[config.mk]
export PLATFORM = sky130hd
export DESIGN_NAME = hand_step_input
export DESIGN_NICKNAME = d
export VERILOG_FILES = /design/src/rtl/hand_step_input.sv
export SDC_FILE = /design/constraint.sdc
export NUM_CORES = 1
export LEC_CHECK = 0
export ABC_CLOCK_PERIOD_IN_PS = 3100
export CAP_MARGIN = 10
export CORE_MARGIN = 2
export CORE_UTILIZATION = 30
export CTS_CLUSTER_DIAMETER = 150
export DETAILED_ROUTE_END_ITERATION = 7
export MAX_ROUTING_LAYER = met4
export SLEW_MARGIN = 20
export SYNTH_ARGS = -nofsm -noshare
export SYNTH_HDL_FRONTEND = slang
export SYNTH_SLANG_ARGS = --single-unit
[constraint.sdc]
create_clock -name clk -period 3.1 [get_ports clk]
set_clock_uncertainty 0.2 [all_clocks]
set_input_delay 0.31 -clock clk [delete_from_list [all_inputs] [get_ports clk]]
set_output_delay 0.31 -clock clk [all_outputs]
set_load 0.005 [all_outputs]
[src/rtl/hand_step_input.sv]
// Operator step-button and display-switch front end: synchronises and debounces the raw inputs,
// producing the single-step clock level, a per-press strobe, the stable switch value and a count.
module hand_step_input #(
  parameter int unsigned DEBOUNCE_CYCLES  = 1000000,
  parameter int unsigned STEP_HIGH_CYCLES = 50000,
  parameter int unsigned CNT_W            = 21
) (
  input  logic       clk,
  input  logic       reset,
  input  logic       key_raw,
  input  logic [1:0] sw_raw,
  output logic       clk_step,
  output logic       step_pulse,
  output logic       key_level,
  output logic [1:0] sw_stable,
  output logic [7:0] press_count
);

  localparam logic [1:0] StIdle        = 2'd0;
  localparam logic [1:0] StPressWait   = 2'd1;
  localparam logic [1:0] StPressed     = 2'd2;
  localparam logic [1:0] StReleaseWait = 2'd3;

  localparam logic [CNT_W-1:0] CntZero  = '0;
  localparam logic [CNT_W-1:0] CntOne   = CNT_W'(1);
  localparam logic [CNT_W-1:0] DebLast  = CNT_W'(DEBOUNCE_CYCLES - 1);
  localparam logic [CNT_W-1:0] HighLoad = CNT_W'(STEP_HIGH_CYCLES - 1);

  // Two-flop synchronisers for the asynchronous board inputs.
  logic       key_meta_q, key_s_q;
  logic [1:0] sw_meta_q, sw_s_q;

  logic [1:0]       state_q, state_d;
  logic [CNT_W-1:0] cnt_q, cnt_d;
  logic             pulse_q, pulse_d;
  logic             level_q, level_d;

  logic [CNT_W-1:0] hcnt_q, hcnt_d;
  logic             clk_step_q, clk_step_d;
  logic [7:0]       press_count_q, press_count_d;

  logic [1:0]       sw_prev_q, sw_prev_d;
  logic [1:0]       sw_stable_q, sw_stable_d;
  logic [CNT_W-1:0] swcnt_q, swcnt_d;

  // Key debounce FSM; the strobe is produced only on the PRESS_WAIT -> PRESSED transition.
  always_comb begin
    state_d = state_q;
    cnt_d   = cnt_q;
    pulse_d = 1'b0;
    case (state_q)
      StIdle: begin
        if (key_s_q) begin
          state_d = StPressWait;
          cnt_d   = CntOne;
        end
      end
      StPressWait: begin
        if (!key_s_q) begin
          state_d = StIdle;
        end else if (cnt_q == DebLast) begin
          state_d = StPressed;
          pulse_d = 1'b1;
        end else begin
          cnt_d = cnt_q + CntOne;
        end
      end
      StPressed: begin
        if (!key_s_q) begin
          state_d = StReleaseWait;
          cnt_d   = CntOne;
        end
      end
      StReleaseWait: begin
        if (key_s_q) begin
          state_d = StPressed;
        end else if (cnt_q == DebLast) begin
          state_d = StIdle;
        end else begin
          cnt_d = cnt_q + CntOne;
        end
      end
      default: begin
        state_d = StIdle;
      end
    endcase
    level_d = (state_d == StPressed) || (state_d == StReleaseWait);
  end

  // Step clock high phase; a new strobe reloads the counter even if already high.
  always_comb begin
    clk_step_d = clk_step_q;
    hcnt_d     = hcnt_q;
    if (pulse_d) begin
      clk_step_d = 1'b1;
      hcnt_d     = HighLoad;
    end else if (clk_step_q) begin
      if (hcnt_q == CntZero) begin
        clk_step_d = 1'b0;
      end else begin
        hcnt_d = hcnt_q - CntOne;
      end
    end
  end

  always_comb begin
    press_count_d = press_count_q;
    if (pulse_q) begin
      press_count_d = press_count_q + 8'd1;
    end
  end

  // Switch debounce: both bits form one vector, so any bit change restarts the count.
  always_comb begin
    sw_prev_d   = sw_s_q;
    sw_stable_d = sw_stable_q;
    swcnt_d     = swcnt_q;
    if ((sw_s_q != sw_prev_q) || (sw_s_q == sw_stable_q)) begin
      swcnt_d = CntOne;
    end else if (swcnt_q == DebLast) begin
      sw_stable_d = sw_s_q;
    end else begin
      swcnt_d = swcnt_q + CntOne;
    end
  end

  always_ff @(posedge clk) begin
    if (!reset) begin
      key_meta_q    <= 1'b0;
      key_s_q       <= 1'b0;
      sw_meta_q     <= 2'b00;
      sw_s_q        <= 2'b00;
      state_q       <= StIdle;
      cnt_q         <= CntZero;
      pulse_q       <= 1'b0;
      level_q       <= 1'b0;
      hcnt_q        <= CntZero;
      clk_step_q    <= 1'b0;
      press_count_q <= 8'd0;
      sw_prev_q     <= 2'b00;
      sw_stable_q   <= 2'b00;
      swcnt_q       <= CntZero;
    end else begin
      key_meta_q    <= key_raw;
      key_s_q       <= key_meta_q;
      sw_meta_q     <= sw_raw;
      sw_s_q        <= sw_meta_q;
      state_q       <= state_d;
      cnt_q         <= cnt_d;
      pulse_q       <= pulse_d;
      level_q       <= level_d;
      hcnt_q        <= hcnt_d;
      clk_step_q    <= clk_step_d;
      press_count_q <= press_count_d;
      sw_prev_q     <= sw_prev_d;
      sw_stable_q   <= sw_stable_d;
      swcnt_q       <= swcnt_d;
    end
  end

  assign clk_step    = clk_step_q;
  assign step_pulse  = pulse_q;
  assign key_level   = level_q;
  assign sw_stable   = sw_stable_q;
  assign press_count = press_count_q;

endmodule

==> key figures <==
Final layout
  • Ant diodes: 0
  • Final #Nets: 470
  • Post-route insts no fill: 638
  • Register area: 1720 µm²
  • Footprint of the multi-input gates: 2070 µm²
  • Commonest non-fill, non-tap cell in the layout: dfxtp_1
  • Share of layout cells above drive strength 1: 7.73%
  • Area delta synth->final: 17.3%
  • Fill cell count: 1306
  • Highest-count cells in the layout ignoring fill and taps: dfxtp_1 (86), nor2_1 (54), nand2_1 (35)

Timing
  • RSZ-0062 raised after global routing: false
  • Final setup fails: 0
  • Part of the cycle the worst path needs: 76.5%
  • Final-layout worst hold slack: 0.237 ns
  • Hold Vio Cnt, Final: 0
  • Slew Limit Fails: 0
  • Worst slew pin tran: 0.634 ns
  • Minimum clock period: 2.37 ns
  • Achievable frequency: 422 MHz
  • Slew Limit Headroom: 57.4%
  • Sum Neg Setup Slack: 0 ns

Critical path
  • Critical Path RT: 3.17 ns
  • Slowest-stage cell, CP: or4_1
  • Crit Path Max Fanout: 7
  • CP Cell Sequence: inv_1 -> ha_1 -> nor4bb_1 -> nand3_1 -> or4_1 -> a21oi_1
  • Worst Path Arrival: 2.44 ns
  • Slowest stage delay, CP: 0.55 ns
  • Reg-to-Reg Start: hcnt_q[0]
  • Setup crit end kind: flip-flop
  • Worst setup path category: flip-flop to flip-flop
  • Startpoint types: flip-flop
  • Worst setup path startpoint: hcnt_q[0]

Place
  • Placed Cells: 622
  • Placer Congestion: 0.830
  • Hpwl dp: 5530 µm
  • Count of input and output buffers: 17

CTS
  • Worst-Skew Late Latency: 0.34 ns
  • Clock-pin slew on the worst setup and hold paths: 0.07 ns
  • H-tree depth: 3
  • Resized cells post-CTS: 0
  • TritonCTS buffer count: 9
  • Clock buffer depth: 2
  • Setup Fix Bufs, Post-CTS: 0
  • Cts hold-fix bufs: 0
  • Clock Sinks: 86
  • CTS tree: done
  • Clock root buffer: clkbuf_16

Power
  • Peak supply drop: 0.221 mV
  • Switching share of total power: 22.4%
  • P_sw: 0.511 mW
  • Clock power share: 48.8%
  • Comb power frac: 2.0%
  • Leak Pwr: 1.44 nW
  • Sequential power share: 49.1%
  • Internal power: 1.76 mW
  • PwrDens: 498 nW/µm²

Drt
  • Number of DRC markers in iteration 0: 248
  • Routed length per instance: 12.5 µm
  • Via count: 3154
  • Drt via density: 4.94
  • Final ANT Viol Nets: 0
  • Routed Wire Length: 8000 µm
  • Drt drc: 0
  • Pre-antenna DRT Iters: 4

Die
  • Ports: 18
  • Die area: 13900 µm²
  • Die width: 118 µm
  • Die Height: 118 µm
  • Initial Utilization: 30.7%
  • Site row count: 41
  • Core ar.: 12700 µm²

Synthesis
  • Register area share after synthesis: 44.2%
  • Average cell area after synthesis: 8.79 µm²
  • Asr flop ratio synth: 0%
  • Post-synth top flop: dfxtp_1
  • Syn Inst Count: 443
  • Mapped Area: 3890 µm²
  • Flops & latches, synth: 86
  • Post-synth EDFFs: 0
  • Ys Warns: 0
  • Library cells used by synthesis: 49
  • Syn nets: 452

Run status
  • Outcome: finished, final reports clean

Global route
  • Largest net degree at the start of global routing: 29
  • Remaining Overflow, GRT: 0
  • Gr usage total: 12.8%
  • Vias in the first global route: 3046
  • First-pass GRT wire length: 14300 µm
  • Antenna violations before repair: 0

Min path
  • Path type of the worst min-delay path: flip-flop to flip-flop
  • Hold_sp: sw_meta_q[1]

Run
  • Maxcap violations: 0
==> logic make-up (layout without fill, tap and decap cells) <==
family	count (synthesis)	after routing	share of synthesized area, %
AO/OA/AOI/OAI	69	69	11.2
XOR/XNOR	53	53	11.9
adder cells (fa/ha/maj)	4	4	1.29
buffers and inverters	26	49	2.60
flip-flops	86	86	44.2
multiplexers	5	5	1.32
AND/OR/NAND/NOR	200	200	27.4
==> worst max-delay path, delay by kind of cell, from the launching register on <==
kind | cells | cell delay, ns
AND/OR/NAND/NOR | 3 | 1.38
adder cells (fa/ha/maj) | 1 | 0.18
AO/OA/AOI/OAI | 1 | 0.14
buffers and inverters | 1 | 0.09
flip-flops | 1 | 0.32
==> layer usage <==
| metal | global-route usage (%) | routed length, µm | vias up |
|---|---|---|---|
| met5 | - | 0 | - |
| met4 | 4.97 | 138 | 0 |
| met3 | 3.59 | 207 | 12 |
| met2 | 19.8 | 3660 | 32 |
| met1 | 15.8 | 3990 | 1503 |
| li1 | - | - | 1607 |
==> power by group through the flow <==
stage / clock network [mW] / registers (mW) / logic (mW)
2_1_floorplan: 0 / 1.14 / 0.0324
3_3_place_gp: 0 / 1.14 / 0.0465
3_5_place_dp: 0 / 1.14 / 0.0471
4_1_cts: 1.15 / 1.12 / 0.0475
5_1_grt: 1.20 / 1.12 / 0.0521
6_report: 1.11 / 1.12 / 0.0462
==> cell usage after synthesis, types with 3 or more instances <==
master / number / area share (%)
o211ai_1: 4 / 0.77
nand4_1: 11 / 1.8
nor4b_1: 3 / 0.67
o22ai_1: 3 / 0.48
a211oi_1: 3 / 0.58
or2_2: 4 / 0.64
a21oi_1: 28 / 3.6
a31oi_1: 3 / 0.48
and2_1: 11 / 1.8
o31ai_1: 3 / 0.58
nand3_1: 15 / 1.9
nor2_1: 54 / 5.2
o21ai_0: 10 / 1.3
ha_1: 4 / 1.3
nand2_1: 35 / 3.4
inv_1: 10 / 0.96
or3_1: 12 / 1.9
and3_1: 4 / 0.64
mux2i_1: 4 / 1.0
dfxtp_1: 86 / 44
nor3_1: 17 / 2.2
clkbuf_1: 14 / 1.3
nor4_1: 12 / 1.9
a311oi_1: 3 / 0.67
xnor2_1: 33 / 7.4
or4_1: 5 / 0.96
xor2_1: 20 / 4.5
==> final timing paths <==
kind	cells past startpoint	end	slack, ns
min	1	sw_prev_d[1]	0.24
min reg2reg	1	sw_prev_d[1]	0.24
max	6	hcnt_q[16]	0.73
max reg2reg	6	hcnt_q[16]	0.73
==> final cells by class <==
class	count	share of cell area, %
well taps	172	4.71
clock buffers	9	4.93
flip-flops and latches	86	37.7
repair buffers	23	4.71
clock inverters	7	1.78
multi-input cells	331	45.3
inverters	10	0.822
==> sequential cells by signal, summed over array words and instances (netlist names), 2 cells and up <==
register	cells
cnt_q	21
hcnt_q	21
swcnt_q	21
press_count	8
state_q	2
sw_meta_q	2
sw_prev_d	2
sw_prev_q	2
sw_stable	2
==> per-stage QoR <==
step	setup WS [ns]	util, %	area (µm²)	total power, mW
global placement	0.827	33.6	4260	1.19
CTS	0.749	36.0	4570	2.31
detailed placement	0.768	33.6	4260	1.19
floorplan	0.833	-	3890	1.17
global route	0.486	36.0	4570	2.37
finish	0.730	36.0	4570	2.27
No activity file was read; power rests on OpenSTA's default activity.
